[src/rtl/awgn_pkg.sv]
// Shared constants for the AWGN channel adder: sample widths, Q-format
// fraction bits, rounding constant and saturation limits.
package awgn_pkg;
  localparam int DW     = 16;            // symbol / noise / output, Q4.11
  localparam int SW     = 16;            // sigma, unsigned Q1.15
  localparam int FRAC_D = 11;
  localparam int FRAC_S = 15;
  localparam int PW     = 32;            // noise * sigma product, Q5.26
  // Product carries FRAC_D+FRAC_S fraction bits; drop back to FRAC_D.
  localparam int SHIFT  = (FRAC_D + FRAC_S) - FRAC_D;

  localparam logic signed [PW-1:0] ROUND_CONST = PW'(1) <<< (SHIFT - 1);
  localparam logic signed [DW-1:0] SAT_MAX     = 16'sh7FFF;
  localparam logic signed [DW-1:0] SAT_MIN     = 16'sh8000;
endpackage

[src/rtl/awgn_scale_sat.sv]
// Combinational per-component stage: round the scaled noise back to Q5.11,
// add it to the symbol and saturate to the DW-bit signed range.
module awgn_scale_sat
  import awgn_pkg::*;
(
  input  logic signed [PW-1:0] i_prod,
  input  logic                 i_en,
  input  logic signed [DW-1:0] i_sym,
  output logic signed [DW-1:0] o_out,
  output logic                 o_clip
);
  logic signed [PW-1:0] w_rnd;
  logic signed [DW:0]   w_n;
  logic signed [DW+1:0] w_sym_x;
  logic signed [DW+1:0] w_n_x;
  logic signed [DW+1:0] w_sum;
  logic                 w_unused;

  // The product magnitude stays below 2^31 - 2^14, so the round add cannot wrap.
  assign w_rnd    = i_prod + ROUND_CONST;
  assign w_n      = w_rnd[PW-1:SHIFT];
  assign w_unused = ^w_rnd[SHIFT-1:0];
  assign w_sym_x  = (DW+2)'(i_sym);
  assign w_n_x    = i_en ? (DW+2)'(w_n) : '0;
  assign w_sum    = w_sym_x + w_n_x;

  always_comb begin
    o_out  = w_sum[DW-1:0];
    o_clip = 1'b0;
    if (w_sum > (DW+2)'(SAT_MAX)) begin
      o_out  = SAT_MAX;
      o_clip = 1'b1;
    end else if (w_sum < (DW+2)'(SAT_MIN)) begin
      o_out  = SAT_MIN;
      o_clip = 1'b1;
    end
  end
endmodule

[src/rtl/awgn_channel_adder.sv]
// Adds sigma-scaled Gaussian noise to a complex symbol stream, 2-stage
// valid/ready pipeline. Define AWGN_SAT_CNT_EN to add a saturation counter.
module awgn_channel_adder
  import awgn_pkg::*;
(
  input  logic                 clk,
  input  logic                 reset,
  input  logic signed [DW-1:0] noise_i,
  input  logic signed [DW-1:0] noise_q,
  input  logic        [SW-1:0] sigma,
  input  logic                 noise_en,
  input  logic                 in_valid,
  output logic                 in_ready,
  input  logic signed [DW-1:0] in_i,
  input  logic signed [DW-1:0] in_q,
  output logic                 out_valid,
  input  logic                 out_ready,
  output logic signed [DW-1:0] out_i,
  output logic signed [DW-1:0] out_q
`ifdef AWGN_SAT_CNT_EN
  ,
  input  logic                 sat_clr,
  output logic [15:0]          sat_cnt
`endif
);
  logic                 r_s1_valid, r_s1_en, r_out_valid;
  logic signed [DW-1:0] r_s1_i, r_s1_q, r_out_i, r_out_q;
  logic signed [PW-1:0] r_p_i, r_p_q;
  logic signed [PW-1:0] w_p_i, w_p_q, w_sigma_x;
  logic signed [DW-1:0] w_sat_i, w_sat_q;
  logic                 w_clip_i, w_clip_q;
  logic                 w_advance, w_accept, w_s2_load;

  assign w_advance = !r_out_valid | out_ready;
  assign in_ready  = !r_s1_valid | w_advance;
  assign w_accept  = in_valid & in_ready;
  assign w_s2_load = r_s1_valid & w_advance;

  // Sigma is unsigned: zero-extend before the signed multiply.
  assign w_sigma_x = PW'($signed({1'b0, sigma}));
  assign w_p_i     = PW'(noise_i) * w_sigma_x;
  assign w_p_q     = PW'(noise_q) * w_sigma_x;

  awgn_scale_sat u_sat_i (
    .i_prod(r_p_i), .i_en(r_s1_en), .i_sym(r_s1_i), .o_out(w_sat_i), .o_clip(w_clip_i)
  );
  awgn_scale_sat u_sat_q (
    .i_prod(r_p_q), .i_en(r_s1_en), .i_sym(r_s1_q), .o_out(w_sat_q), .o_clip(w_clip_q)
  );

  always_ff @(posedge clk or posedge reset) begin
    if (reset) begin
      r_s1_valid  <= 1'b0;
      r_s1_en     <= 1'b0;
      r_s1_i      <= '0;
      r_s1_q      <= '0;
      r_p_i       <= '0;
      r_p_q       <= '0;
      r_out_valid <= 1'b0;
      r_out_i     <= '0;
      r_out_q     <= '0;
    end else begin
      if (w_accept) begin
        r_s1_valid <= 1'b1;
        r_s1_en    <= noise_en;
        r_s1_i     <= in_i;
        r_s1_q     <= in_q;
        r_p_i      <= w_p_i;
        r_p_q      <= w_p_q;
      end else if (w_advance) begin
        r_s1_valid <= 1'b0;
      end
      if (w_advance) begin
        r_out_valid <= r_s1_valid;
        if (r_s1_valid) begin
          r_out_i <= w_sat_i;
          r_out_q <= w_sat_q;
        end
      end
    end
  end

  assign out_valid = r_out_valid;
  assign out_i     = r_out_i;
  assign out_q     = r_out_q;

`ifdef AWGN_SAT_CNT_EN
  logic [15:0] r_sat_cnt;
  logic [16:0] w_cnt_sum;

  assign w_cnt_sum = {1'b0, r_sat_cnt} + 17'(w_clip_i) + 17'(w_clip_q);

  always_ff @(posedge clk or posedge reset) begin
    if (reset)          r_sat_cnt <= '0;
    else if (sat_clr)   r_sat_cnt <= '0;
    else if (w_s2_load) r_sat_cnt <= w_cnt_sum[16] ? 16'hFFFF : w_cnt_sum[15:0];
  end

  assign sat_cnt = r_sat_cnt;
`endif
endmodule
[config.mk]
export PLATFORM = sky130hd
export DESIGN_NAME = awgn_channel_adder
export DESIGN_NICKNAME = d
export VERILOG_FILES = /design/src/rtl/awgn_pkg.sv /design/src/rtl/awgn_scale_sat.sv /design/src/rtl/awgn_channel_adder.sv
export SDC_FILE = /design/constraint.sdc
export NUM_CORES = 1
export LEC_CHECK = 0
export BUFFER_PORTS_ARGS = -buffer_cell sky130_fd_sc_hd__buf_4
export CAP_MARGIN = 20
export CORE_UTILIZATION = 52
export CTS_BUF_LIST = sky130_fd_sc_hd__clkbuf_16
export DETAILED_ROUTE_END_ITERATION = 8
export PLACE_DENSITY = 0.72
export SYNTH_ARGS = -nofsm -noshare
export SYNTH_HDL_FRONTEND = slang
export SYNTH_HIERARCHICAL = 1
export SYNTH_SLANG_ARGS = --single-unit
[constraint.sdc]
create_clock -name clk -period 3.7 [get_ports clk]
set_input_delay 0.37 -clock clk [delete_from_list [all_inputs] [get_ports clk]]
set_output_delay 0.37 -clock clk [all_outputs]
set_load 0.05 [all_outputs]
# --- After elaboration in Yosys (flattened, before gate mapping) ---
# Cells that the tools add are included.
classes:
  n_addsub: 4
  n_mul: 2
  order_cmp: 4
  mux: 8
  bitwise_logic: 3
  n_reduce_logical: 4
op_table:
  columns: ["cell", "n"]
  rows:
  - ["adder 32 x 16 -> 32 bit, second input constant", 2]
  - ["multiplier 16 x 17 -> 32 bit", 2]
  - ["2-to-1 mux 16 bit", 4]
  - ["adder 16 x 18 -> 18 bit", 2]
  - ["> comparator 18 x 16 -> 1 bit, second input constant", 2]
  - ["less-than comparator 18 x 16 -> 1 bit, second input constant", 2]
  - ["2-to-1 mux 18 bit", 2]
  - ["logical NOT 1 bit", 2]
  - ["2-to-1 mux 1 bit", 2]
  - ["bitwise OR 1 bit", 2]
  - ["AND reduction 2 bit", 1]
  - ["nonzero test 2 bit", 1]
  - ["bitwise AND 1 bit", 1]
word_totals:
  ff_bits: 131
  in_bits: 85
  out_inout_bits: 34
  wordCells: 34

# --- Logic depth before layout (Yosys ltp) ---
depth:
  depth_word: 6
  ltp_mapped: 22
  mapped_depth_nobuf: 20

# --- Modules after synthesis ---
# The synthesis kept the hierarchy.
modules_own_cells:
  columns: ["module", "n_inst", "cells_each", "area_per_inst_um2", "seq_area_each_um2"]
  rows:
  - ["awgn_channel_adder", 1, 2513, 22516.6, 3278.1]
  - ["awgn_scale_sat", 2, 223, 1507.7, 0.0]

# --- Least setup slack after synthesis ---
# Ideal clock, no wire load.
synth_path:
  kind: "input-to-reg"
  from: "input sigma[6]"
  to: "register r_p_q[17]"
  setup_time_ns: 0.131
  t_arrival_ns: 5.630
  setup_slack_ns: -2.061
  cell_stages: 19
  n_path_buf: 1
  path_cell_list: "clkbuf_1 -> and2_1 -> fa_1 -> inv_1 -> fa_1 -> fa_1 -> inv_1 -> fa_1 -> fa_1 -> inv_1 -> fa_1 -> inv_1 -> ha_1 -> a2111oi_0 -> o21ai_1 -> a31o_1 -> a21oi_2 -> nor4_1 -> or3_1"
synth_via:
  elab_chain_cells: 1
synth_lines:
  columns: ["element", "line", "text"]
  rows:
  - ["start, declared", "awgn_channel_adder.sv:10", "input logic [SW-1:0] sigma,"]
  - ["multiplier 16 x 17 -> 32 bit", "awgn_channel_adder.sv:42", "assign w_p_q = PW'(noise_q) * w_sigma_x;"]
  - ["end signal, assigned", "awgn_channel_adder.sv:69", "r_p_q <= w_p_q;"]
  - ["end, declared", "awgn_channel_adder.sv:28", "logic signed [PW-1:0] r_p_i, r_p_q;"]
# No other way between the ends.
# A chain may end at the register's enable or synchronous reset.

# --- Worst setup path after layout ---
layout_path:
  from: "input noise_q[6]"
  to: "register r_p_q[29]"
layout_via:
  elab_chain_cells: 1
layout_lines:
  columns: ["element", "line", "text"]
  rows:
  - ["start, declared", "awgn_channel_adder.sv:9", "input logic signed [DW-1:0] noise_q,"]
  - ["multiplier 16 x 17 -> 32 bit", "awgn_channel_adder.sv:42", null]
# No other way between the ends.

==> impl_metrics.toml <==
[critical_path]
crit_family = "adder cells"
timing.rr.start = "r_p_i[21]"
cp_max_fo = 13
cp_slowest_cell = "or4_1"
start_kind = "primary input"
crit_type = "primary input to flop"
max_stage_delay_ns = 0.52
crit_cells = 23
timing.critical_path.mode_cell = "fa_1"
reg2reg_depth = 15
ff2ff_setup_slack_ns = 0.04
crit_buf_inv = 8
crit_required_ns = 4.00
critPathCaptureType = "flop"
timing.rr.end = "out_i[14]"
path_cells = "buf_12, buf_4, and2_4, fa_1, inv_1, fa_1, inv_1, fa_1, fa_1, fa_1, inv_1, fa_1, inv_2, ha_4, buf_4, nand3_1, nor2_1, nand2_1, o211ai_1, buf_4, a211oi_2, or4_1, nand3_1"
startpoint = "noise_q[6]"
cp.arrival_ns = 5.68
crit_end = "r_p_q[29]"

[cts]
cts_root_buffer = "clkbuf_16"
cts.sink_count = 103
cts_buffers = 9
ctsHoldBuffers = 0
cts.clk_slew.worst_paths_ns = 0.07
htreeDepth = 3
clockBufferDepth = 2
clk-insertion-delay-late_ns = 0.36
cts_tree = "yes"

[route]
firstDrtPassIters = 6
routed_wl_mm = 66.2
viasPerCell = 5.42
top_layer = "met4"
dr_wl_met3_mm = 4.67
first_iter_violations = 1288
drtAntennaViolNets = 0
wire_per_inst_microns = 17.3
met1_length_mm = 28.6
wl_met2_mm = 31.8
dr_total_vias = 20700
drc_errors = 0

[global_route]
antenna_found_initial = 0
first_global_vias = 21900
grt_overflow_total = 0
grt_use_total_pct = 27.8
grt_start_max_net_pins = 85
grt_pass1_wl_mm = 107

[die]
die_width_microns = 218
core_sq_mm = 0.0457
die_h_microns = 218
start_util_pct = 53.1
die_area_sq_mm = 0.0475
row_count = 78
io_pins = 119

[finish]
post_route_cells_drive_above_1_share_pct = 27.3
antennaDiodeCount = 0
fin_nets = 3964
area_growth_pct = 26.9
fillers = 3572

[sta]
max_slew_margin_pct = 42.6
period_share_pct = 145
skew_ns = 0.00750
finalSetupViolCount = 36
slew_violations = 0
max_slew.worst_pin.slew_ns = 0.861
period_minus_slack_ns = 5.38
rsz0062_at_grt = "true"
hold_slack_ns = 0.00169
worst_slack_ns = -1.68
finalHoldViolCount = 0
clock.fmax_mhz = 186

[run_status]
violations = "negative setup slack"
status = "complete, but fails checks"

[logic_synthesis]
synth_warnings = 6
synth.avg_cell_area_sq_um = 8.60
synth_cells = 2823
syn-num-nets = 3568
netlist_area_sq_mm = 0.0243

[place]
post-dp-hpwl_mm = 53.4
place_congestion = 0.946
dpl_worst_slack_ns = -2.19
portBuffers = 118

[hold_path]
min_path_type = "primary input to asynchronous set/reset pin"

[job]
max_cap_violations = 0
==> flip-flops by register name, summed over array words and instances (netlist names) <==
register    count
out_valid       1
out_q          16
out_i          16
r_p_q          18
r_s1_en         1
r_s1_valid      1
r_s1_q         16
r_p_i          18
r_s1_i         16
==> per-layer routing <==
layer  up-vias  global-route usage, %
met5         -                      0
met3       104                   4.46
li1       9634                      -
met1     10200                   37.4
met2       740                   46.6
met4         0                   6.57
==> cells in the final DEF, fill, tap and decap left out, drive strengths merged, types with 20 or more instances in the layout <==
cell and count:
and2 255, inv 508, xnor2 56, buf 525, nand2 454, ha 270, fa 390, dfrtp 103
xor2 23, mux2 33, nand2b 22, o21a 20, a21o 42, nor2 73, a21oi 95, nand3 51
nand4 28, o21ai 81
==> how the worst min path moves through the flow <==
stage,cells after the start,startpoint,end
2_1_floorplan,2,r_s1_i[0],r_s1_i[0]
3_3_place_gp,2,r_s1_i[0],r_s1_i[0]
3_5_place_dp,2,r_s1_i[0],r_s1_i[0]
4_1_cts,3,in_i[7],r_s1_i[7]
5_1_grt,2,reset,out_q[12]
6_report,2,reset,out_q[12]
==> final cells by class <==
| type | instances | area (sq um) | area share, % |
|---|---|---|---|
| multi-input combinational | 2071 | 20600 | 67.1 |
| timing repair buffer | 529 | 4650 | 15.1 |
| sequential | 103 | 2580 | 8.37 |
| inverter | 505 | 1900 | 6.16 |
| tap | 600 | 751 | 2.44 |
| clock buffer | 9 | 225 | 0.731 |
| clock inverter | 6 | 45.0 | 0.146 |
==> worst reg2reg max path, delay by kind of cell (launching register included) <==
kind            cells  cell delay [ns]
compound gates      7             1.27
buf+inv             1             0.18
flops               1             0.36
mux                 1             0.28
simple gates        5             1.19
fa+ha+maj           1             0.27
==> timing repair <==
action / in CTS / in global routing
buffers inserted: 32 / 28
gates cloned: 2 / 4
pin swaps: 152 / 108
setup endpoints to repair: 61 / 66
gates resized for setup: 233 / 136
==> through the flow <==
step	cells	setup TNS [ns]	utilization (%)	area, sq um
final	3823	-53.15	67.4	30800
after global routing	3823	-60.53	67.4	30800
after CTS	3791	-52.31	65.4	29900
after detailed placement	3744	-72.38	62.1	28400
after global placement	3744	-68.97	62.1	28400
after floorplan	2823	-53.19	-	24900
Power is left out: the tool's default activity adds up to more than one toggle a clock period on the data nets, which glitch-free logic cannot reach.
